[config.mk]
export PLATFORM = sky130hd
export DESIGN_NAME = axis_1553_word_encoder
export DESIGN_NICKNAME = d
export VERILOG_FILES = /design/src/rtl/axis_1553_pkg.sv /design/src/rtl/enc_1553_frame.sv /design/src/rtl/axis_1553_word_encoder.sv
export SDC_FILE = /design/constraint.sdc
export NUM_CORES = 1
export LEC_CHECK = 0
export CORE_AREA = 10 10 87 89
export DETAILED_ROUTE_END_ITERATION = 16
export DIE_AREA = 0 0 97 99
export GPL_TIMING_DRIVEN = 1
export PLACE_DENSITY = 0.79
export SYNTH_ARGS = -nofsm -noshare
export SYNTH_HDL_FRONTEND = slang
export SYNTH_SLANG_ARGS = --single-unit
[constraint.sdc]
create_clock -name aclk -period 3.75 [get_ports aclk]
set_clock_uncertainty 0.2 [all_clocks]
set_input_delay 0.9375 -clock aclk [delete_from_list [all_inputs] [get_ports aclk]]
set_output_delay 0.9375 -clock aclk [all_outputs]
set_load 0.02 [all_outputs]
[src/rtl/axis_1553_pkg.sv]
// Shared tuser field positions, frame geometry and FSM states for the
// MIL-STD-1553 Manchester II word encoder.
package axis_1553_pkg;

    localparam int TU_CMD      = 0;
    localparam int TU_PERR     = 1;
    localparam int TU_SWAP     = 2;
    localparam int TU_MVIOL    = 3;
    localparam int TU_IDX_LO   = 4;
    localparam int TU_IDX_HI   = 7;

    localparam int SYNC_SLOTS  = 6;
    localparam int FRAME_SLOTS = 40;
    localparam int DATA_BITS   = 16;
    localparam int PARITY_SLOT = FRAME_SLOTS - 2;

    typedef enum logic [1:0] {IDLE, WORD, GAP} state_t;

endpackage

[src/rtl/enc_1553_frame.sv]
// Combinational builder of the 40 half-bit slot pattern for one 1553 word.
// Bit i of pattern is slot i; 1 means the positive leg is driven.
module enc_1553_frame
    import axis_1553_pkg::*;
(
    input  logic [15:0]            tdata,
    input  logic [7:0]             tuser,
    output logic [FRAME_SLOTS-1:0] pattern
);

    logic sync_first;
    logic bit_val;
    logic parity;

    always_comb begin
        pattern    = '0;
        bit_val    = 1'b0;
        sync_first = tuser[TU_CMD] ^ tuser[TU_SWAP];
        parity     = ~^tdata ^ tuser[TU_PERR];

        for (int s = 0; s < SYNC_SLOTS; s++)
            pattern[s] = (s < SYNC_SLOTS / 2) ? sync_first : ~sync_first;

        // A violated bit repeats its first half instead of transitioning mid-bit.
        for (int j = 0; j < DATA_BITS; j++) begin
            bit_val = tdata[DATA_BITS-1-j];
            pattern[SYNC_SLOTS + 2*j]     = bit_val;
            pattern[SYNC_SLOTS + 2*j + 1] =
                (tuser[TU_MVIOL] && (tuser[TU_IDX_HI:TU_IDX_LO] == 4'(j))) ? bit_val : ~bit_val;
        end

        pattern[PARITY_SLOT]     = parity;
        pattern[PARITY_SLOT + 1] = ~parity;
    end

endmodule

[src/rtl/axis_1553_word_encoder.sv]
// AXI-Stream to MIL-STD-1553 Manchester II word transmitter: owns the
// handshake, the half-bit/slot counters and the inter-message gap.
module axis_1553_word_encoder
    import axis_1553_pkg::*;
#(
    parameter int CLOCK_SPEED = 100000000,
    parameter int BIT_RATE    = 1000000,
    parameter int GAP_BITS    = 4
)
(
    input  logic        aclk,
    input  logic        arst,
    input  logic [15:0] s_axis_tdata,
    input  logic        s_axis_tvalid,
    input  logic [7:0]  s_axis_tuser,
    input  logic        s_axis_tlast,
    output logic        s_axis_tready,
    output logic [1:0]  diff,
    output logic        busy,
    output logic        underrun
);

    localparam int CYC_BIT = CLOCK_SPEED / BIT_RATE;
    localparam int HALF    = CYC_BIT / 2;
    localparam int HCW     = (HALF > 1) ? $clog2(HALF) : 1;
    localparam int GAP_CYC = GAP_BITS * CYC_BIT;
    localparam int GCW     = (GAP_CYC > 1) ? $clog2(GAP_CYC) : 1;

    localparam logic [HCW-1:0] HALF_LAST = HCW'(HALF - 1);
    localparam logic [5:0]     SLOT_LAST = 6'(FRAME_SLOTS - 1);
    localparam logic [GCW-1:0] GAP_LAST  = GCW'((GAP_CYC > 0) ? GAP_CYC - 1 : 0);

    if ((CYC_BIT < 2) || (CYC_BIT % 2 != 0)) begin : g_bad_rate
        $error("axis_1553_word_encoder: CLOCK_SPEED/BIT_RATE must be even and >= 2");
    end

    state_t                 state, state_nxt;
    logic [HCW-1:0]         half_cnt, half_nxt;
    logic [5:0]             slot_cnt, slot_nxt;
    logic [GCW-1:0]         gap_cnt, gap_nxt;
    logic [FRAME_SLOTS-1:0] pat_q, pat_nxt, frame_pat;
    logic                   tlast_q, tlast_nxt;
    logic                   ready_en;
    logic                   word_end;

    enc_1553_frame u_frame (
        .tdata   (s_axis_tdata),
        .tuser   (s_axis_tuser),
        .pattern (frame_pat)
    );

    // ready_en holds tready low for the first cycle after reset.
    always_ff @(posedge aclk) begin
        if (arst) begin
            state    <= IDLE;
            half_cnt <= '0;
            slot_cnt <= '0;
            gap_cnt  <= '0;
            pat_q    <= '0;
            tlast_q  <= 1'b0;
            ready_en <= 1'b0;
        end else begin
            state    <= state_nxt;
            half_cnt <= half_nxt;
            slot_cnt <= slot_nxt;
            gap_cnt  <= gap_nxt;
            pat_q    <= pat_nxt;
            tlast_q  <= tlast_nxt;
            ready_en <= 1'b1;
        end
    end

    always_comb begin
        state_nxt     = state;
        half_nxt      = half_cnt;
        slot_nxt      = slot_cnt;
        gap_nxt       = gap_cnt;
        pat_nxt       = pat_q;
        tlast_nxt     = tlast_q;
        s_axis_tready = 1'b0;
        underrun      = 1'b0;
        word_end      = (half_cnt == HALF_LAST) && (slot_cnt == SLOT_LAST);

        case (state)
            IDLE: s_axis_tready = ready_en;
            WORD: begin
                if (half_cnt == HALF_LAST) begin
                    half_nxt = '0;
                    slot_nxt = slot_cnt + 6'd1;
                end else begin
                    half_nxt = half_cnt + HCW'(1);
                end
                if (word_end) begin
                    slot_nxt = '0;
                    if (!tlast_q) s_axis_tready = 1'b1;
                    if (tlast_q || !s_axis_tvalid) begin
                        underrun  = ~tlast_q;
                        gap_nxt   = '0;
                        state_nxt = (GAP_BITS == 0) ? IDLE : GAP;
                    end
                end
            end
            GAP: begin
                if (gap_cnt == GAP_LAST) begin
                    gap_nxt   = '0;
                    state_nxt = IDLE;
                end else begin
                    gap_nxt = gap_cnt + GCW'(1);
                end
            end
            default: state_nxt = IDLE;
        endcase

        // Loading here lets a chained word start with no idle cycle.
        if (s_axis_tvalid && s_axis_tready) begin
            pat_nxt   = frame_pat;
            tlast_nxt = s_axis_tlast;
            half_nxt  = '0;
            slot_nxt  = '0;
            state_nxt = WORD;
        end
    end

    assign diff = (state == WORD) ? {~pat_q[slot_cnt], pat_q[slot_cnt]} : 2'b00;
    assign busy = (state != IDLE);

endmodule

==> flow_summary.yaml, run 1 <==
place:
  port_buffers: 32
  dpl.cell_count: 496
  dpl_cell_area_mm2: 0.00366
  dp_hpwl_mm: 5.45
  globalplace.congestion: 0.827
floorplan:
  core_area_mm2: 0.00585
  start_util_pct: 55.9
  die_width_um: 97
  die_h_um: 99
  ios: 33
  die_area_mm2: 0.00960
  rows: 28
cells_and_area:
  antenna_cells: 0
  postLayoutCellArea_mm2: 0.00385
  drive_above_1_share_pct: 8.97
  fillers: 511
  fin_cells: 510
  syn_to_final_growth_pct: 17.8
  nets: 464
worst_setup_path:
  r2r_slack_ns: 1.36
  rr_startpoint: "slot_cnt[3]"
  critPathKind: "flop to primary output"
  worstPathRequired_ns: 2.61
  worst_r2r_path_depth: 7
  worst_setup_path_end_kind: "primary output"
  r2r_end: "pat_q[38]"
  cp.arrival_ns: 2.44
  critPathLaunch: "slot_cnt[1]"
  critPathMaxFanout: 5
  start_kind: "flop"
power_and_ir_drop:
  max-vdd-ir-drop_v: 0.000241
  p_leak_nw: 1.35
  powerDensity_mw_per_mm2: 382
  total_power_mw: 1.47
route:
  wire_per_inst_um: 14.6
  ant_nets: 0
  drt_pass1_iterations: 4
  vias: 2829
  drt-initial-drc-count: 153
  vias_per_cell: 5.55
  drc_errors: 0
  routed_wl_mm: 7.45
clock_tree:
  postCtsSetupBuffers: 0
  clk_latency_ns: 0.33
  cts_tree: "built"
  clock-sinks: 61
  clockRootBuffer: "clkbuf_8"
  h-tree-depth: 3
  cts_buffers: 9
  ctsLongestPathBuffers: 2
  path_clk_slew_ns: 0.06
  ctsHoldBuffers: 0
synthesis:
  netlist_area_mm2: 0.00327
  synth.top_cell.area_share_pct: 37.3
  yosys-top-cells-count: "81 x nand2_1, 61 x dfxtp_1, 46 x a21oi_1"
  synth-main-ff-cell: "dfxtp_1"
  netlist_instances: 400
  synth_cell_types: 49
  ys_warn_count: 0
  synth.most_common_cell: "nand2_1"
  netlist_top_cells_area: "dfxtp_1 37%, nand2_1 9.3%, xnor2_1 7.5%, a21oi_1 7.0%, nor2_1 3.8%"
  seq_area_frac_synth_pct: 37.3
  async_reset_ff_share_pct: 0
  synth-seq-cells: 61
  synth_top_area_cell: "dfxtp_1"
  synth_fp_nets: 432
  syn_area_per_cell_um2: 8.18
  synth_edf_count: 0
grt:
  grt_pass1_vias: 2794
  grt_max_degree: 45
  overflow: 0
  grt.total_usage_pct: 15.8
  antenna_found_initial: 0
  grt_pass1_wl_mm: 12.9
sta:
  slew-limit-headroom_pct: 53.1
  finalHoldViolCount: 0
  max_freq_ghz: 0.279
  rsz0062_at_grt: "false"
  holdWs_ns: 0.253
  tns_ns: 0
  worst_pin_slew_ns: 0.700
  period_share_pct: 95.5
  setup_viol: 0
  slew_viol_final: 0
  period_needed_ns: 3.58
hold_path:
  min_to: "pat_q[11]"
  hp-class: "flop to flop"
  whs_path_depth: 2
  hp-start: "pat_q[11]"
run:
  maxCapViolCount: 0
run_status:
  status: "finished clean"
-- where the power goes --
part | switching [mW] | internal [mW] | total (mW) | leakage [nW]
Sequential | 0.0146 | 0.672 | 0.686 | 0.497
Combinational | 0.0975 | 0.0918 | 0.189 | 0.756
Clock | 0.240 | 0.355 | 0.595 | 0.102
-- critical path: stages, from the launching register on --
cell      delay (ns)
dfxtp_4         0.39
mux4_2          0.51
a22oi_2         0.17
a311oi_1        0.14
or4_1           0.56
and2_1          0.18
clkbuf_2        0.16
-- sequential cells by signal (all words and copies together) (netlist names) --
| signal | flops |
|---|---|
| pat_q | 36 |
| gap_cnt | 9 |
| half_cnt | 6 |
| slot_cnt | 6 |
| state | 2 |
| ready_en | 1 |
| tlast_q | 1 |
-- timing repair --
item,in CTS,in global routing
cloned,0,0
resized for setup,6,3
pin swaps,0,0
endpoints found under the setup margin,2,2
-- stage by stage --
step | setup slack (ns) | utilization (%)
2_1_floorplan | 0.599 | -
3_3_place_gp | 0.0499 | 62.5
3_5_place_dp | -0.0133 | 62.5
4_1_cts | 0.0149 | 66.0
5_1_grt | 0.0582 | 65.9
6_report | 0.169 | 65.9
-- cell families (layout without fill, tap and decap cells) --
logic type                 count (synthesis)  in the layout  share of synthesized area (%)
and+or+nand+nor                          184            184                           26.3
DFF                                       61             61                           37.3
AOI/OAI and AO/OA                         72             72                           13.1
adders and majority gates                  4              4                           1.53
xor gates and xnor gates                  39             39                           10.9
muxes                                     14             14                           6.92
buffers and inverters                     26             61                           3.98
-- layer usage --
layer  up-vias  part of all wire [%]  global-route usage, %
li1       1440                     -                      -
met1      1316                    47                   18.9
met2        57                    47                   26.9
met3        16                   3.9                   3.21
met4         0                   2.2                   7.15
met5         -                     0                      0
-- layout by cell type (no fill, tap or decap), drive strengths merged, types with 3 or more instances in the layout --
master and n:
nand2 81, dfxtp 61, a21oi 46, nor2 34, clkdlybuf4s50 29, xnor2 28
nor3 15, clkbuf 15, buf 11, nand3 10, xor2 10, nand2b 8
nor2b 7, o21ai 7, mux4 6, inv 5, mux2i 5, and3 5
and2 4, nand3b 4, nand4 4, a31oi 4, ha 4, mux2 3
or4 3, or3 3
-- area by class of cell --
class                           instances  area, um^2  area share, %
Multi-Input combinational cell        313        1920           49.8
Sequential cell                        61        1220           31.8
Inverter                                5        18.8          0.487
Timing Repair Buffer                   42         397           10.3
Clock inverter                          1        30.0          0.779
Tap cell                               75        93.8           2.44
Clock buffer                           13         169           4.38
-- worst max-delay path by stage --
stage / depth (start not counted) / to
after CTS: 6 / diff[0]
after global placement: 6 / diff[1]
after detailed placement: 7 / diff[0]
after floorplan: 6 / diff[1]
after global routing: 6 / diff[0]
final: 6 / diff[0]
Note: power is estimated with default switching activity, not from simulation.
==> run 2: changes to the inputs <==
- CAP_MARGIN: default -> 5
- CORE_AREA: 10 10 87 89 -> 10 10 86 88
- CTS_BUF_LIST: default -> sky130_fd_sc_hd__clkbuf_2 sky130_fd_sc_hd__clkbuf_4 sky130_fd_sc_hd__clkbuf_8
- DIE_AREA: 0 0 97 99 -> 0 0 96 98
- PLACE_DENSITY: 0.79 -> 0.8
==> flow_summary.yaml, run 2 (same netlist as run 1, synthesis figures left out) <==
grt:
  grt_max_degree: 52
  grt_pass1_wl_mm: 12.6
  grt.total_usage_pct: 16.2
  antenna_found_initial: 0
  grt_pass1_vias: 2754
  overflow: 0
sta:
  slew-limit-headroom_pct: 51.8
  finalHoldViolCount: 0
  rsz0062_at_grt: "false"
  max_freq_ghz: 0.274
  worst_pin_slew_ns: 0.719
  period_needed_ns: 3.65
  period_share_pct: 97.3
  setup_viol: 0
  tns_ns: 0
  slew_viol_final: 0
route:
  drt-initial-drc-count: 131
  drc_errors: 0
  routed_wl_mm: 7.34
  vias_per_cell: 5.53
  drt_pass1_iterations: 4
  vias: 2846
  ant_nets: 0
  wire_per_inst_um: 14.3
worst_setup_path:
  slowest_stage: "or4_1"
  cp.arrival_ns: 2.51
  worst_setup_path_end_kind: "primary output"
  cp_cell_sequence: "mux4_2, a22oi_2, a311oi_1, or4_1, nor2_1, clkdlybuf4s15_1"
  cp.buffers_inverters: 1
  crit_family: "simple AND/OR/NAND/NOR gates"
  cp_slowest_stage_delay_ns: 0.57
  start_kind: "flop"
  critPathMaxFanout: 5
  worstPathRequired_ns: 2.61
  critPathKind: "flop to primary output"
power_and_ir_drop:
  powerDensity_mw_per_mm2: 396
  p_leak_nw: 1.39
  max-vdd-ir-drop_v: 0.000210
cells_and_area:
  nets: 467
  syn_to_final_growth_pct: 19.4
  antenna_cells: 0
  largest_register: "pat_q"
  final_cell_mix: "81 x nand2_1, 58 x dfxtp_1, 46 x a21oi_1, 33 x nor2_1, 30 x clkdlybuf4s50_1"
  drive_above_1_share_pct: 10.2
  largest_reg_flops: 36
  fin_cells: 515
  final_common_cell: "nand2_1"
  reg.largest.list: "pat_q (36), gap_cnt (9)"
clock_tree:
  cts_tree: "built"
  cts_buffers: 9
  ctsHoldBuffers: 0
  clk_latency_ns: 0.34
  postCtsSetupBuffers: 0
  clock-sinks: 61
  path_clk_slew_ns: 0.06
  ctsLongestPathBuffers: 2
  h-tree-depth: 3
  postCtsResizedCells: 5
  clockRootBuffer: "clkbuf_8"
run_status:
  status: "finished clean"
place:
  dp_hpwl_mm: 5.36
  port_buffers: 32
  globalplace.congestion: 0.834
  dpl.cell_count: 499
floorplan:
  die_area_mm2: 0.00941
  ios: 33
  rows: 28
  die_h_um: 98
  start_util_pct: 56.9
  core_area_mm2: 0.00575
  die_width_um: 96
run:
  maxCapViolCount: 0
hold_path:
  hp-class: "flop to flop"
-- run 2: cell types whose count changed in the layout (fill, tap and decap cells not counted), moves of 2 or more --
cell and delta:
buf_4 +4, dfxtp_2 +2, dfxtp_1 -2, clkinv_2 +2
-- run 2: final cells by class --
class	count	area (um^2)
multi-input combinational	313	1920
fill	495	1840
sequential	61	1230
timing repair buffer	45	417
clock buffer	12	159
tap	75	93.8
clock inverter	4	70.1
inverter	5	18.8
-- run 2: worst paths after layout --
check	start	end	slack [ns]	cells past startpoint
hold / removal	pat_q[13]	pat_q[13]	0.25	2
hold reg to reg	pat_q[13]	pat_q[13]	0.25	2
setup / recovery	slot_cnt[1]	diff[1]	0.1	6
setup reg to reg	state[0]	pat_q[18]	1.20	7
-- run 2: through the flow --
step / cell area (um^2) / setup WS, ns / util (%) / total power [mW] / hold slack [ns]
after floorplan: 3270 / 0.599 / - / 0.814 / 0.227
after global placement: 3670 / 0.0591 / 63.9 / 0.887 / 0.239
after detailed placement: 3670 / 0.0203 / 63.9 / 0.891 / 0.249
after CTS: 3910 / 0.00464 / 68.0 / 1.55 / 0.257
after global routing: 3910 / 0.00560 / 68.0 / 1.60 / 0.267
final: 3910 / 0.0997 / 68.0 / 1.55 / 0.252
-- run 2: per-layer routing --
| metal | up-vias | GRT usage [%] | share of wire, % |
|---|---|---|---|
| li1 | 1449 | - | - |
| met3 | 15 | 5.36 | 4.8 |
| met5 | - | 0 | 0 |
| met2 | 60 | 25.5 | 48 |
| met1 | 1322 | 19.9 | 45 |
| met4 | 0 | 5.79 | 2.4 |
-- run 2: worst min-delay path, stage by stage, from the launching register on --
cell     delay, ns
dfxtp_1       0.31
nand2_1       0.05
a21oi_1       0.05
-- run 2: report_power, final --
group          total [mW]  switching [mW]  internal, mW
registers           0.687          0.0150         0.672
logic               0.192          0.0992        0.0927
clock network       0.667           0.251         0.416
==> run 3: changes to the inputs <==
- CTS_CLUSTER_DIAMETER: default -> 50
==> results of run 3 <==
The final DEF is identical to that of run 2; final timing and power are the same.
==> RTL edit: new RTL, settings of run 1 <==
Set the package constant `DATA_BITS` to 14 (it was 16).
--- a/src/rtl/axis_1553_pkg.sv
+++ b/src/rtl/axis_1553_pkg.sv
@@ -11,7 +11,7 @@
 
     localparam int SYNC_SLOTS  = 6;
     localparam int FRAME_SLOTS = 40;
-    localparam int DATA_BITS   = 16;
+    localparam int DATA_BITS   = 14;
     localparam int PARITY_SLOT = FRAME_SLOTS - 2;
 
     typedef enum logic [1:0] {IDLE, WORD, GAP} state_t;
Check against the original RTL: same outputs for any inputs over 10 cycles, from zero or initial values and one cycle with arst high; that may be too few to reach the edited logic, so the function may still have changed.
==> RTL edit against run 1 <==
Setup slack got worse by 21 ps. Sequential cell count fell by 4. Sequential share of layout area fell by 0.24 points. Total power fell by 5.8%. Utilization fell by 3.7 points. Synthesized area fell by 6.6%. Wire length fell by 6.1%. Sequential power fell by 6.3%. Die area did not move. Largest cell class unchanged. Cell area fell by 5.6%.
==> RTL edit: results (changes against run 1) <==
status:
  status: "complete, no violations"
pwr:
  switching_power_mw: 0.335  # -4.9%
  clockPowerShare: 0.408  # +0.004
  cellLeakagePower_nw: 1.23  # -9.0%
synthesis:
  yosys-top-cells-area: "dfxtp_1 37%, nand2_1 9.6%, a21oi_1 7.9%, xnor2_1 7.4%, nor2_1 4.2%"
  synthTopCellsByCount: "78 x nand2_1, 57 x dfxtp_1, 48 x a21oi_1"
  synth_mux_area_frac: 0.0553  # -0.0140
  syn_inst: 384  # -4.0%
  syn-num-nets: 416  # -3.7%
  ys_seq_area_frac: 0.373  # about the same
  synth_compound_area_frac: 0.144  # +0.0133
drt:
  wl_met2_um: 3310  # -6.0%
  drt-total-wl_um: 6990  # -6.1%
  drt-met1-wl_um: 3160  # -9.0%
  first_iter_violations: 122  # -20%
  via_per_inst: 5.52  # -0.43%
worst_setup_path:
  arrival_ps: 2460  # +20 ps
cells_and_area:
  reg_top3: "pat_q: 32 flops, gap_cnt: 9 flops"
  multi_input_area_um2: 1810  # -6.0%
  fin_cells: 493  # -3.3%
  drive_gt1_frac: 0.0837  # -0.00592
  fin_nets: 446  # -3.9%
  nFillCells: 519  # +1.6%
place:
  dp_hpwl_um: 5220  # -4.2%
  place_congestion: 0.896  # +8.4%
  placed_area_um2: 3430  # -6.1%
sta:
  maxSlewHeadroom: 0.347  # -0.184
grt:
  track_usage: 0.143  # -0.0154
  grt_pass1_vias: 2615  # -6.4%
  grt_pass1_wl_um: 11700  # -9.4%
  grtUsageMet3: 0.0272  # -0.00489
RTL edit: changes by cell type after synthesis, moves of 3 or more:
cell	delta
nor2b_1	-5
nor3_1	-5
dfxtp_1	-4
mux2i_1	+4
nand2b_1	-4
nand3_1	+4
and2_1	-3
inv_1	+3
nand2_1	-3
RTL edit: final timing paths:
check	end	cells past startpoint	from	slack, ps
max	diff[0]	7	slot_cnt[0]	150
min	pat_q[7]	2	pat_q[7]	260
max reg2reg	pat_q[38]	6	half_cnt[0]	1300
min reg2reg	pat_q[7]	2	pat_q[7]	260
RTL edit: critical path, stage by stage, from the launching register on:
cell and delay (ps):
dfxtp_2 420, buf_4 210, mux2i_1 90, a22oi_1 210, o2111ai_1 140, a41o_1 260, a21oi_1 170, clkdlybuf4s50_1 630
RTL edit: area by class of cell:
class                           count  area share
Clock buffer                       12      0.0427
Timing Repair Buffer               38       0.100
Tap cell                           75      0.0258
Clock inverter                      3      0.0110
Multi-Input combinational cell    300       0.496
Sequential cell                    57       0.315
Inverter                            8     0.00826
